$ cat config.mk
export PLATFORM = sky130hd
export DESIGN_NAME = fifo_write_packer
export DESIGN_NICKNAME = d
export VERILOG_FILES = /design/src/rtl/fifo_pkg.sv /design/src/rtl/fifo_write_packer.sv
export SDC_FILE = /design/constraint.sdc
export NUM_CORES = 1
export LEC_CHECK = 0
export BUFFER_PORTS_ARGS = -buffer_cell sky130_fd_sc_hd__buf_2
export CAP_MARGIN = 10
export CORE_ASPECT_RATIO = 1.2
export CORE_MARGIN = 3
export CORE_UTILIZATION = 32
export CTS_CLUSTER_DIAMETER = 100
export CTS_CLUSTER_SIZE = 24
export DETAILED_ROUTE_END_ITERATION = 10
export GPL_TIMING_DRIVEN = 0
export HOLD_SLACK_MARGIN = 0.15
export PLACE_DENSITY = 0.55
export SYNTH_ARGS = -nofsm -noshare
export SYNTH_HDL_FRONTEND = slang
export SYNTH_SLANG_ARGS = --single-unit
$ cat constraint.sdc
create_clock -name I_write_clk -period 2.2 [get_ports I_write_clk]
set_input_delay 0.22 -clock I_write_clk [delete_from_list [all_inputs] [get_ports I_write_clk]]
set_output_delay 0.22 -clock I_write_clk [all_outputs]
set_load 0.01 [all_outputs]
$ cat src/rtl/fifo_pkg.sv
// Shared definitions for the async-FIFO write-side logic.
package fifo_pkg;

  localparam logic [7:0] DEFAULT_PAD_VALUE = 8'h00;

  // Width of a lane index for a word of `ratio` lanes.
  function automatic int lane_idx_w(input int ratio);
    return (ratio > 1) ? $clog2(ratio) : 1;
  endfunction

  // Legal packer geometry: word is exactly ratio lanes, ratio a power of two >= 2.
  function automatic bit widths_ok(input int in_w, input int ratio, input int data_w);
    return (data_w == in_w * ratio) && (ratio >= 2) && ((ratio & (ratio - 1)) == 0);
  endfunction

endpackage

$ cat src/rtl/fifo_write_packer.sv
// Packs a narrow lane stream LSB-first into FIFO words and issues write
// strobes gated by the FIFO's registered almost-full flag.
module fifo_write_packer
  import fifo_pkg::*;
#(
  parameter int                  IN_WIDTH   = 8,
  parameter int                  RATIO      = 2,
  parameter int                  DATA_WIDTH = 16,
  parameter logic [IN_WIDTH-1:0] PAD_VALUE  = IN_WIDTH'(DEFAULT_PAD_VALUE)
) (
  input  logic                  I_write_clk,
  input  logic                  I_write_rst_n,
  input  logic                  I_in_valid,
  output logic                  O_in_ready,
  input  logic [IN_WIDTH-1:0]   I_in_data,
  input  logic                  I_in_last,
  input  logic                  I_flush,
  input  logic                  I_write_full,
  output logic                  O_cmd_write,
  output logic [DATA_WIDTH-1:0] O_write_data,
  output logic [15:0]           O_pkt_count
);

  localparam int LW = lane_idx_w(RATIO);

  if (!widths_ok(IN_WIDTH, RATIO, DATA_WIDTH)) begin : g_bad_cfg
    $error("fifo_write_packer: DATA_WIDTH must equal IN_WIDTH*RATIO with RATIO a power of two >= 2");
  end

  logic [LW-1:0]         lane_cnt;
  logic [LW:0]           filled;
  logic [DATA_WIDTH-1:0] asm_data, asm_nxt, close_word, hold_data;
  logic                  hold_valid, hold_last, hold_free;
  logic                  accept, close_possible, lane_close, close;
  logic [15:0]           pkt_count;

  assign O_cmd_write  = hold_valid & ~I_write_full;
  assign O_write_data = hold_data;
  assign O_pkt_count  = pkt_count;

  // Holding register can take a new word this cycle (empty or draining).
  assign hold_free = ~hold_valid | O_cmd_write;

  // A close would happen if a lane were accepted now; built without I_in_valid
  // so ready has no combinational dependence on valid.
  assign close_possible = (lane_cnt == LW'(RATIO - 1)) | I_in_last | I_flush;
  assign O_in_ready     = I_write_rst_n & (hold_free | ~close_possible);
  assign accept         = I_in_valid & O_in_ready;

  // Lanes present in the word after this cycle's accept.
  assign filled     = {1'b0, lane_cnt} + (LW + 1)'(accept);
  assign lane_close = accept & ((lane_cnt == LW'(RATIO - 1)) | I_in_last);
  // A flush only closes when the holding register can take the word; while it
  // is blocked the level flush simply waits.
  assign close      = lane_close | (hold_free & I_flush & (filled != '0));

  // Merge the accepted lane and build the padded word a close would emit.
  always_comb begin
    asm_nxt    = asm_data;
    close_word = '0;
    for (int i = 0; i < RATIO; i++) begin
      if (accept && (lane_cnt == LW'(i)))
        asm_nxt[i*IN_WIDTH +: IN_WIDTH] = I_in_data;
      close_word[i*IN_WIDTH +: IN_WIDTH] =
        ((LW + 1)'(i) < filled) ? asm_nxt[i*IN_WIDTH +: IN_WIDTH] : PAD_VALUE;
    end
  end

  // Lane assembly and the single-entry holding register.
  always_ff @(posedge I_write_clk or negedge I_write_rst_n) begin
    if (!I_write_rst_n) begin
      lane_cnt   <= '0;
      asm_data   <= '0;
      hold_valid <= 1'b0;
      hold_data  <= '0;
      hold_last  <= 1'b0;
    end else begin
      if (close) begin
        lane_cnt <= '0;
        asm_data <= '0;
      end else if (accept) begin
        lane_cnt <= lane_cnt + LW'(1);
        asm_data <= asm_nxt;
      end
      if (close) begin
        hold_valid <= 1'b1;
        hold_data  <= close_word;
        hold_last  <= accept & I_in_last;
      end else if (O_cmd_write) begin
        hold_valid <= 1'b0;
      end
    end
  end

  // Count written words that ended a packet; wraps naturally.
  always_ff @(posedge I_write_clk or negedge I_write_rst_n) begin
    if (!I_write_rst_n)
      pkt_count <= '0;
    else if (O_cmd_write && hold_last)
      pkt_count <= pkt_count + 16'd1;
  end

endmodule

Yosys cells after proc, flatten, opt, wreduce, memory -nomap -nowiden
Index checks and enable logic that the tools add are counted.
Operators by class
  $add $sub $neg: 3
  multipliers: 0
  div/mod/pow operators: 0
  $lt $le $gt $ge: 2
  equal/unequal tests: 0
  shift-type cells: 0
  muxes and demuxes: 10
  bitwise operators: 16
  reduce and logical (&&, ||, !) cells: 6
Operator list (count)
  $mux 16: 2
  $mux 8: 4
  $add 16x1->16 const B: 1
  $and 1x1->1: 7
  $reduce_bool 2->1: 3
  $or 1x1->1: 5
  $lt 1x2->1 const A: 2
  $mux 1: 4
  $not 1->1: 4
  $logic_and 1x1->1: 3
  $add 1x1->2: 1
  $add 1x1->1 const B: 1
Word-level totals
  flip-flop bits (word level): 51
  bits in latches: 0
  RAM bits: 0
  ROM bits: 0
  input bits: 14
  output and inout bits: 34
  logic and storage cells: 43
  memories: 0

Logic depth before layout (Yosys ltp)
Gate-level depths: netlist of the first run.
  word-level depth: 11
  gate-level depth with buffers: 6
  depth with buffers taken out: 5

Least setup slack after synthesis of the first run
Ideal clock, no wire load.
  kind: register to register
  start point: reg pkt_count[0] (netlist: O_pkt_count[0])
  end point: reg pkt_count[8] (netlist: O_pkt_count[8])
  library setup time: 0.125 ns
  arrival time: 1.220 ns
  required time: 2.075 ns
  slack: 0.855 ns
  cell stages (with the launch flop): 6
  path buffers: 0
  cells stage by stage: dfrtp_1 -> ha_1 -> nand3_1 -> nor3_1 -> nand3_1 -> xnor2_1
On the way
  cells in the longest elaborated chain, start to end: 1
RTL lines
  from (decl): line fifo_write_packer.sv:35  | logic [15:0] pkt_count;
  from (signal assigned): line fifo_write_packer.sv:100  | pkt_count <= pkt_count + 16'd1;
  $add 16x1->16: line fifo_write_packer.sv:100
No other way between the ends.
A chain may end at the register's enable or synchronous reset.

Worst setup path in the final report of the first run
  start point: in I_write_rst_n
  end point: reg hold_data[9] (netlist: O_write_data[9])
On the way
  cells in the longest elaborated chain, start to end: 6
  elaborated cells between the ends (all ways): 11
RTL lines
  from (decl): line fifo_write_packer.sv:12  | input logic I_write_rst_n,
  $and 1x1->1 (*): line fifo_write_packer.sv:47  | assign O_in_ready = I_write_rst_n & (hold_free | ~close_possible);
  $and 1x1->1 (*): line fifo_write_packer.sv:48  | assign accept = I_in_valid & O_in_ready;
  $add 1x1->2: line fifo_write_packer.sv:51  | assign filled = {1'b0, lane_cnt} + (LW + 1)'(accept);
  $reduce_bool 2->1: line fifo_write_packer.sv:55  | assign close = lane_close | (hold_free & I_flush & (filled != '0));
  $and 1x1->1: line fifo_write_packer.sv:55
  $or 1x1->1: line fifo_write_packer.sv:55
  to (signal assigned): line fifo_write_packer.sv:87  | hold_data <= close_word;
  to (decl): line fifo_write_packer.sv:32  | logic [DATA_WIDTH-1:0] asm_data, asm_nxt, close_word, hold_data;
Every way passes the cells marked *; elsewhere a longest branch is shown, timed or not.

==> results.md, run 1 <==
Run status:
- The flow ran to the end, and the final reports show no timing, DRC or antenna violations.

Synthesis:
- The number of nets in the synthesized netlist is 164.
- The number of register bits inferred by synthesis is 43.
- The netlist uses 33 different library cells.
- The async set or reset register ratio after synthesis is 100%.
- Among all flip-flop cells after synthesis, the most frequent one is sky130_fd_sc_hd__dfrtp_1.
- Dividing the synthesized area by the synthesized cell count gives 12.8 um2.
- The most common cell in the netlist is sky130_fd_sc_hd__dfrtp_1.
- Yosys mapped a number of flops with a built-in enable equal to 0.
- Ranked by total cell area, the synthesized netlist is headed by sky130_fd_sc_hd__dfrtp_1, sky130_fd_sc_hd__a22o_1, sky130_fd_sc_hd__xnor2_1, sky130_fd_sc_hd__mux2i_1, sky130_fd_sc_hd__o21ai_2.
- The share of synthesized area in the top cell type comes to 56.2%.
- Summing every instance area after synthesis gives around 1900 um2.
- By count the netlist is led by sky130_fd_sc_hd__dfrtp_1, sky130_fd_sc_hd__a22o_1, sky130_fd_sc_hd__nand2_1, sky130_fd_sc_hd__xnor2_1.
- The fraction of the yosys area taken by sequential cells is 56.2%.
- After technology mapping, the gate count stands at 149.
- The cell taking the most area after synthesis is sky130_fd_sc_hd__dfrtp_1.
- The Yosys warning count is 0.

Placed design:
- The total placed cells including tap cells is 276.
- After legalization and detailed placement, the total HPWL measured 2790 um.
- The congestion estimate from routability-driven global placement came to 0.734.
- The setup slack after placement is -0.0756 ns.
- The count of buffers inserted at the top-level ports is 47.

Routing:
- The total wire length after detailed routing is 3890 um.
- The routed via count is 1326.
- The number of detailed-route iterations in the first pass is 4.
- After detailed routing, the number of remaining DRC violations is 0.
- In this run, the number of DRC markers left after iteration 0 of detailed routing was 31.
- The mean number of vias per cell is 4.67.
- The count of nets left with antenna violations once routing finished came out at 0.
- After detailed routing, the average wire length per cell comes to ~14 um.

Job:
- The tool flagged a number of max-cap violations equal to 0.

CTS:
- The clock-pin slew on the worst setup and hold paths is 0.08 ns.
- At the later pin of the worst-skew pair, clock insertion delay measures just under 0.3 ns.
- The H-tree depth reported by CTS is 2.
- The total of cells resized after clock tree synthesis is 0.
- Buffers inserted during clock tree synthesis total 5.
- The clock tree from TritonCTS is done.
- The number of buffers inserted to repair setup after CTS is 0.
- No sink is reached through more buffers than the 2 on the longest clock path.
- The clock root buffer is sky130_fd_sc_hd__clkbuf_8.
- Counting every sink on the clock net gives 43.

Layout:
- The area growth from synthesis to layout is 23.7%.
- The finished layout holds around 280 standard cells, fillers aside.
- The number of fill cells in the layout is 560.
- The share of final-layout standard cells stronger than drive strength 1 is 38.2%.
- The repair_antennas step left the layout with diodes totalling 0.
- The net count of the finished layout is 218.

Power and ir drop:
- For this design the ratio of total power to cell area is 823 nW/um2.
- The analysis attributes to cell leakage a power of between 1 and 1.5 nW.
- The design draws between 1.5 and 2 mW.
- Across the VDD grid, the largest voltage drop is about 0.48 mV.

Hold path:
- The path class of the tightest hold or removal check is in2async.

Timing:
- The final critical-path required period is 1.86 ns.
- Setup violations remaining at the end of the flow were counted as 0.
- For this run, the top clock speed supported by timing is 0.538 GHz.
- Setup slack closes at roughly 0.34 ns.
- The count of endpoints failing hold in the final timing report was 0.
- The worst clock skew on the final layout is 0.00596 ns.
- The max-slew violation count came to 0.
- The worst-margin pin slew is 0.996 ns.
- Headroom to the max-slew limit came out at 33.6%.
- The tightest hold path in the finished design has a slack of 0.0935 ns.
- Setup repair after global routing left no endpoint under its margin.
- The post-route clock period utilization is roughly 84%.

Critical path:
- At the worst endpoint, the required time is 2.38 ns.
- The endpoint type of the worst setup path is a register.
- The peak fanout along the critical path is 46.
- The endpoint arrival time on the critical path is 2.04 ns.
- Measured in cells, the most critical reg-to-reg path has a length of 4.
- The peak per-stage delay on the critical path is 0.75 ns.
- Walking the worst path, the cells encountered are buf_2, and2_1, buf_2, o221ai_2, buf_4, a22o_1.
- The worst setup path category is in2reg.
- The slowest stage cell on the critical path is sky130_fd_sc_hd__buf_2.
- STA classifies the critical path startpoint as an input port.
- The cell seen most often among critical-path stages is sky130_fd_sc_hd__buf_2.

Floorplan:
- The I/O pin count is 48.
- For this configuration, the core starts out at a cell density of 33.5%.
- The die footprint is 6950 um2.
- The vertical extent of the die is 90.7 um.
- The row count is 30.
- The area inside the core boundary is about 5700 um2.
- In this run the horizontal extent of the chip is 76.6 um.

Global routing:
- Entering global routing, the biggest net connects 47 pins.
- The total track usage is between 10 and 15%.
- The first global-routing pass estimated around 6400 um of wire.
- The via count of the first global-routing pass is 1246.
- The initial antenna violation count was 0.
- Global routing finished with a remaining overflow of 0.
## state kept, by name (all words and copies together), names as in the netlist
name,count
O_pkt_count,16
asm_data,8
O_write_data,16
hold_valid,1
hold_last,1
lane_cnt,1
## worst paths after layout
path                            startpoint          endpoint  slack (ns)
max                          I_write_rst_n   O_write_data[9]        0.34
min                          I_write_rst_n    O_pkt_count[7]        0.09
max reg2reg                     hold_valid   O_write_data[6]        0.73
min reg2reg                O_pkt_count[15]   O_pkt_count[15]        0.47
max in group asynchronous    I_write_rst_n   O_write_data[9]        1.50
min in group I_write_clk      I_in_data[3]  O_write_data[11]        0.17
## cells in the final DEF, fill, tap and decap left out
| cell | instances |
|---|---|
| sky130_fd_sc_hd__bufinv_16 | 1 |
| sky130_fd_sc_hd__xnor2_1 | 10 |
| sky130_fd_sc_hd__inv_1 | 1 |
| sky130_fd_sc_hd__a32o_1 | 1 |
| sky130_fd_sc_hd__nor2_1 | 4 |
| sky130_fd_sc_hd__nand4_1 | 1 |
| sky130_fd_sc_hd__mux2i_1 | 8 |
| sky130_fd_sc_hd__dfrtp_1 | 43 |
| sky130_fd_sc_hd__o211a_1 | 1 |
| sky130_fd_sc_hd__nor4_2 | 1 |
| sky130_fd_sc_hd__clkinv_2 | 1 |
| sky130_fd_sc_hd__nor2b_1 | 1 |
| sky130_fd_sc_hd__mux2_2 | 1 |
| sky130_fd_sc_hd__buf_6 | 2 |
| sky130_fd_sc_hd__o21ai_0 | 1 |
| sky130_fd_sc_hd__nand2_4 | 1 |
| sky130_fd_sc_hd__nand2_1 | 15 |
| sky130_fd_sc_hd__o21ai_2 | 8 |
| sky130_fd_sc_hd__nand3_1 | 7 |
| sky130_fd_sc_hd__o211ai_4 | 1 |
| sky130_fd_sc_hd__ha_1 | 1 |
| sky130_fd_sc_hd__o21a_1 | 1 |
| sky130_fd_sc_hd__nand3_2 | 1 |
| sky130_fd_sc_hd__a22o_1 | 16 |
| sky130_fd_sc_hd__a21oi_4 | 1 |
| sky130_fd_sc_hd__nand3b_4 | 1 |
| sky130_fd_sc_hd__nor3_1 | 3 |
| sky130_fd_sc_hd__a21o_1 | 2 |
| sky130_fd_sc_hd__nor4_4 | 1 |
| sky130_fd_sc_hd__and3_1 | 3 |
| sky130_fd_sc_hd__clkbuf_8 | 6 |
| sky130_fd_sc_hd__buf_4 | 2 |
| sky130_fd_sc_hd__o221ai_2 | 1 |
| sky130_fd_sc_hd__buf_2 | 49 |
| sky130_fd_sc_hd__xor2_1 | 5 |
| sky130_fd_sc_hd__and2_1 | 2 |
## cell type report
| type | count | area (um2) | area share (%) |
|---|---|---|---|
| sequential | 43 | 1080 | 45.5 |
| multi-input combinational | 99 | 786 | 33.2 |
| timing repair buffer | 47 | 235 | 9.94 |
| clock inverter | 2 | 35.0 | 1.48 |
| clock buffer | 6 | 82.6 | 3.49 |
| inverter | 1 | 3.75 | 0.159 |
| buffer | 6 | 47.5 | 2.01 |
| tap | 80 | 100 | 4.23 |
## worst max-delay path, delay by kind of cell
family / cells / cell delay [ns]
buffers and inverters: 3 / 1.16
AOI/OAI and AO/OA: 2 / 0.44
and+or+nand+nor: 1 / 0.23
## metal layers
metal  part of all wire (%)  GRT usage (%)
met4                   0.21           3.17
met2                     47           17.4
met3                    6.6           3.99
met5                      0              0
met1                     46           15.9
## stage by stage
step / area, um2 / setup TNS [ns] / util [%]
3_5_place_dp: 2250 / -0.555 / 39.4
5_1_grt: 2370 / 0 / 41.5
3_3_place_gp: 2250 / -0.788 / 39.4
4_1_cts: 2370 / 0 / 41.5
2_1_floorplan: 1910 / 0 / -
6_report: 2370 / 0 / 41.5
## where the power goes
part,total (mW),switching (mW),internal [mW]
sequential,0.965,0.0828,0.882
combinational,0.350,0.188,0.162
clock,0.631,0.264,0.367
## cell families after synthesis
kind of cell             Yosys count  share of synthesized area [%]
flip-flops                        43                           56.2
XOR/XNOR                          15                           6.87
adder cells (fa/ha/maj)            1                          0.654
AND/OR/NAND/NOR                   41                           12.6
multiplexers                       9                           4.77
buffers and inverters              7                           2.68
AO/OA/AOI/OAI                     33                           16.2
No activity file was read; power rests on OpenSTA's default activity.
==> run 2, diff against run 1 <==
--- a/config.mk
+++ b/config.mk
@@ -15,7 +15,7 @@
 export DETAILED_ROUTE_END_ITERATION = 10
 export GPL_TIMING_DRIVEN = 0
 export HOLD_SLACK_MARGIN = 0.15
-export PLACE_DENSITY = 0.55
+export PLACE_DENSITY = 0.57
 export SYNTH_ARGS = -nofsm -noshare
 export SYNTH_HDL_FRONTEND = slang
 export SYNTH_SLANG_ARGS = --single-unit
==> constraint.sdc (replaced) <==
create_clock -name I_write_clk -period 1.6 [get_ports I_write_clk]
set_input_delay 0.16 -clock I_write_clk [delete_from_list [all_inputs] [get_ports I_write_clk]]
set_output_delay 0.16 -clock I_write_clk [all_outputs]
set_load 0.01 [all_outputs]
==> run 2 against run 1 <==
The run now ends with hold timing left. Clock power fell by 2%. Worst setup slack got worse by 0.23 ns. Sequential share of layout area fell by 1.0 points. Design area rose by 2.3%. Worst hold slack got worse by 0.32 ns. Register-to-register slack got worse by 0.62 ns. Wire length rose by 3.7%. Non-clock buffer count rose by 8. Critical path type is now reg2reg.
==> results.md, run 2 (same netlist as run 1, synthesis figures left out) <==
Global routing:
- The pin count of the biggest net entering global routing was 47 (unchanged).
- The total track usage came to 11.9% (was 11.6%).
- The initial antenna violation count is 0 (unchanged).
- The wire length of the first global-routing pass is 6640 um (was 6420 um).
- The via count of the first global-routing pass is 1359 (was 1246).
- The leftover overflow at the end of global routing is 0 (unchanged).

Routing:
- The routed via count is 1343 (was 1326).
- The mean number of vias per cell is 4.63 (was 4.67).
- The number of routed nets with antenna violations is 0 (unchanged).
- The number of detailed-route iterations in the first pass is 4 (unchanged).
- The routed wirelength normalized by instance count was 13.9 um (was 13.7 um).
- The total wire length after detailed routing is 4030 um (was 3890 um).
- The final routed DRC violation total is 0 (unchanged).
- The DRC violation total after the first TritonRoute iteration is 40 (was 31).

Placed design:
- The HPWL after detailed placement is 2870 um (was 2790 um).
- The placement-stage cell area was 2250 um2 (unchanged).
- The final weighted congestion of routability-driven global placement is 0.767 (was 0.734).
- The setup slack after placement is -0.651 ns (was -0.0756 ns).
- The count of buffers inserted at the top-level ports is 47 (unchanged).
- The total placed cells including tap cells came to 276 (unchanged).

Timing:
- The count of endpoints failing hold in the final timing report was 43 (was 0).
- The final number of setup-violating endpoints is 0 (unchanged).
- The worst-margin pin slew is 0.509 ns (was 0.996 ns).
- The fmax is 0.672 GHz.
- The worst relative slew slack came to 66.0% (was 33.6%).
- After layout, the minimum clock period comes to 1.49 ns.
- The post-route clock period utilization is 93.0%.
- The worst clock skew on the final layout came to 0.00314 ns (was 0.00596 ns).
- The max-slew violation count came to 0 (unchanged).
- The sum of negative setup slack is 0 ns (unchanged).
- The worst setup slack after layout is 0.113 ns (was 0.342 ns).
- The worst hold slack is -0.226 ns (was 0.0935 ns).

Floorplan:
- The I/O pin count was 48 (unchanged).
- The die footprint is 6950 um2 (unchanged).
- The overall die width came to 76.6 um (unchanged).
- The row count is 30 (unchanged).
- The area inside the core boundary is 5710 um2 (unchanged).
- The vertical extent of the die is 90.7 um (unchanged).
- The starting density of the core is 33.5% (unchanged).

Power and ir drop:
- The cell leakage power is 1.30 nW (was 1.28 nW).
- The power per standard cell area is 1010 nW/um2 (was 823 nW/um2).
- The total power came to 2.44 mW (was 1.95 mW).
- The maximum VDD drop came to 0.593 mV (was 0.483 mV).

Layout:
- The number of fill cells in the layout was 572 (was 560).
- Leading cell types in the layout, fill and taps excluded: sky130_fd_sc_hd__buf_2, sky130_fd_sc_hd__dfrtp_1, sky130_fd_sc_hd__a22o_1, sky130_fd_sc_hd__nand2_1, sky130_fd_sc_hd__xnor2_1 (unchanged).
- The area growth from synthesis to layout is 26.6% (was 23.7%).
- The post-layout instance area came to 2420 um2 (was 2370 um2).
- The final core utilization is 42.4% (was 41.5%).
- The most frequent standard cell in the layout excluding fill and tap cells is sky130_fd_sc_hd__buf_2 (unchanged).
- The net count reported at finish is 226 (was 218).
- The share of final-layout standard cells stronger than drive strength 1 was 36.2% (was 38.2%).
- The final instance count without filler cells is 290 (was 284).
- The number of diodes added for antenna fixing came to 0 (unchanged).

Critical path:
- The origin of the worst setup path is hold_valid (was I_write_rst_n).
- The critical path startpoint category is a register (was input port).
- The worst-case reg-to-reg path depth came to 4 (unchanged).
- The worst setup path category is reg2reg (was in2reg).
- The critical register-to-register path startpoint is hold_valid (unchanged).
- The peak fanout along the critical path is 8 (was 46).
- The slowest stage cell on the critical path is sky130_fd_sc_hd__dfrtp_1 (was sky130_fd_sc_hd__buf_2).
- Critical path cell sequence: nand2_4, o211ai_4, mux2i_1, o21ai_2 (was buf_2, and2_1, buf_2, o221ai_2, buf_4, a22o_1).
- The endpoint arrival time on the critical path was 1.67 ns (was 2.04 ns).
- The endpoint required time on the critical path is 1.78 ns (was 2.38 ns).
- The peak per-stage delay on the critical path is 0.45 ns (was 0.75 ns).
- The endpoint type of the worst setup path was a register (unchanged).

Job:
- The number of maximum-capacitance violations was 0 (unchanged).

CTS:
- The clock-pin slew on the worst setup and hold paths is 0.07 ns (was 0.08 ns).
- The maximum count of clock buffers along a single path is 2 (unchanged).
- The clock tree from TritonCTS is done (unchanged).
- The clock sink total is 43 (unchanged).
- The clock insertion delay at the later pin of the skew report came to 0.29 ns (about the same).
- The number of buffers inserted to repair setup after CTS is 0 (unchanged).
- The H-tree depth reported by CTS is 2 (unchanged).
- The total CTS buffers was 5 (unchanged).
- The number of hold buffers added after cts is 8.
- The clock root buffer was sky130_fd_sc_hd__clkbuf_8 (unchanged).

Hold path:
- The path class of the lowest-slack min-delay path is in2async (unchanged).

Run status:
- Status: finished with violations (was completed).
- The final reports fail on hold timing.
run 2: changes by cell type in the layout (fill, tap and decap cells not counted), sizes merged:
cell,change
clkinv,-1
bufinv,-1
dlygate4sd3,+8
run 2: metal layers:
metal | vias up | share of wire, % | track usage, %
li1 | 655 | - | -
met1 | 640 | 45 | 15.4
met2 | 41 | 49 | 19.8
met4 | 0 | 1.0 | 3.63
met3 | 7 | 4.6 | 2.79
met5 | - | 0 | 0
run 2: report_power, final:
part           switching, mW  internal [mW]
clock network          0.329          0.291
logic                  0.264          0.237
registers              0.110           1.21
total                  0.703           1.74
run 2: layout make-up:
class	count	area [um2]	share of cell area (%)
Sequential cell	43	1080	44.4
Tap cell	80	100	4.13
Clock buffer	6	72.6	3.00
Multi-Input combinational cell	99	800	33.0
Buffer	6	47.5	1.96
Timing Repair Buffer	55	322	13.3
Inverter	1	3.75	0.155
run 2: critical path: cells and delay by family (launching register included):
kind	cells	cell delay [ns]
AO/OA/AOI/OAI	2	0.48
flip-flops	1	0.45
multiplexers	1	0.32
AND/OR/NAND/NOR	1	0.13
run 2: worst paths after layout:
check / endpoint / slack [ns]
hold reg to reg: O_pkt_count[15] / 0.47
setup / recovery: O_write_data[6] / 0.11
max in group asynchronous: lane_cnt / 1.51
min in group I_write_clk: hold_last / 0.17
hold / removal: O_pkt_count[2] / -0.23
setup reg to reg: O_write_data[6] / 0.11
run 2: repair_timing:
item | 4_1_cts | 5_1_grt
endpoints found under the hold margin | 59 | 43
gates cloned | 0 | 0
endpoints found under the setup margin | 27 | 16
resized for setup | 1 | 3
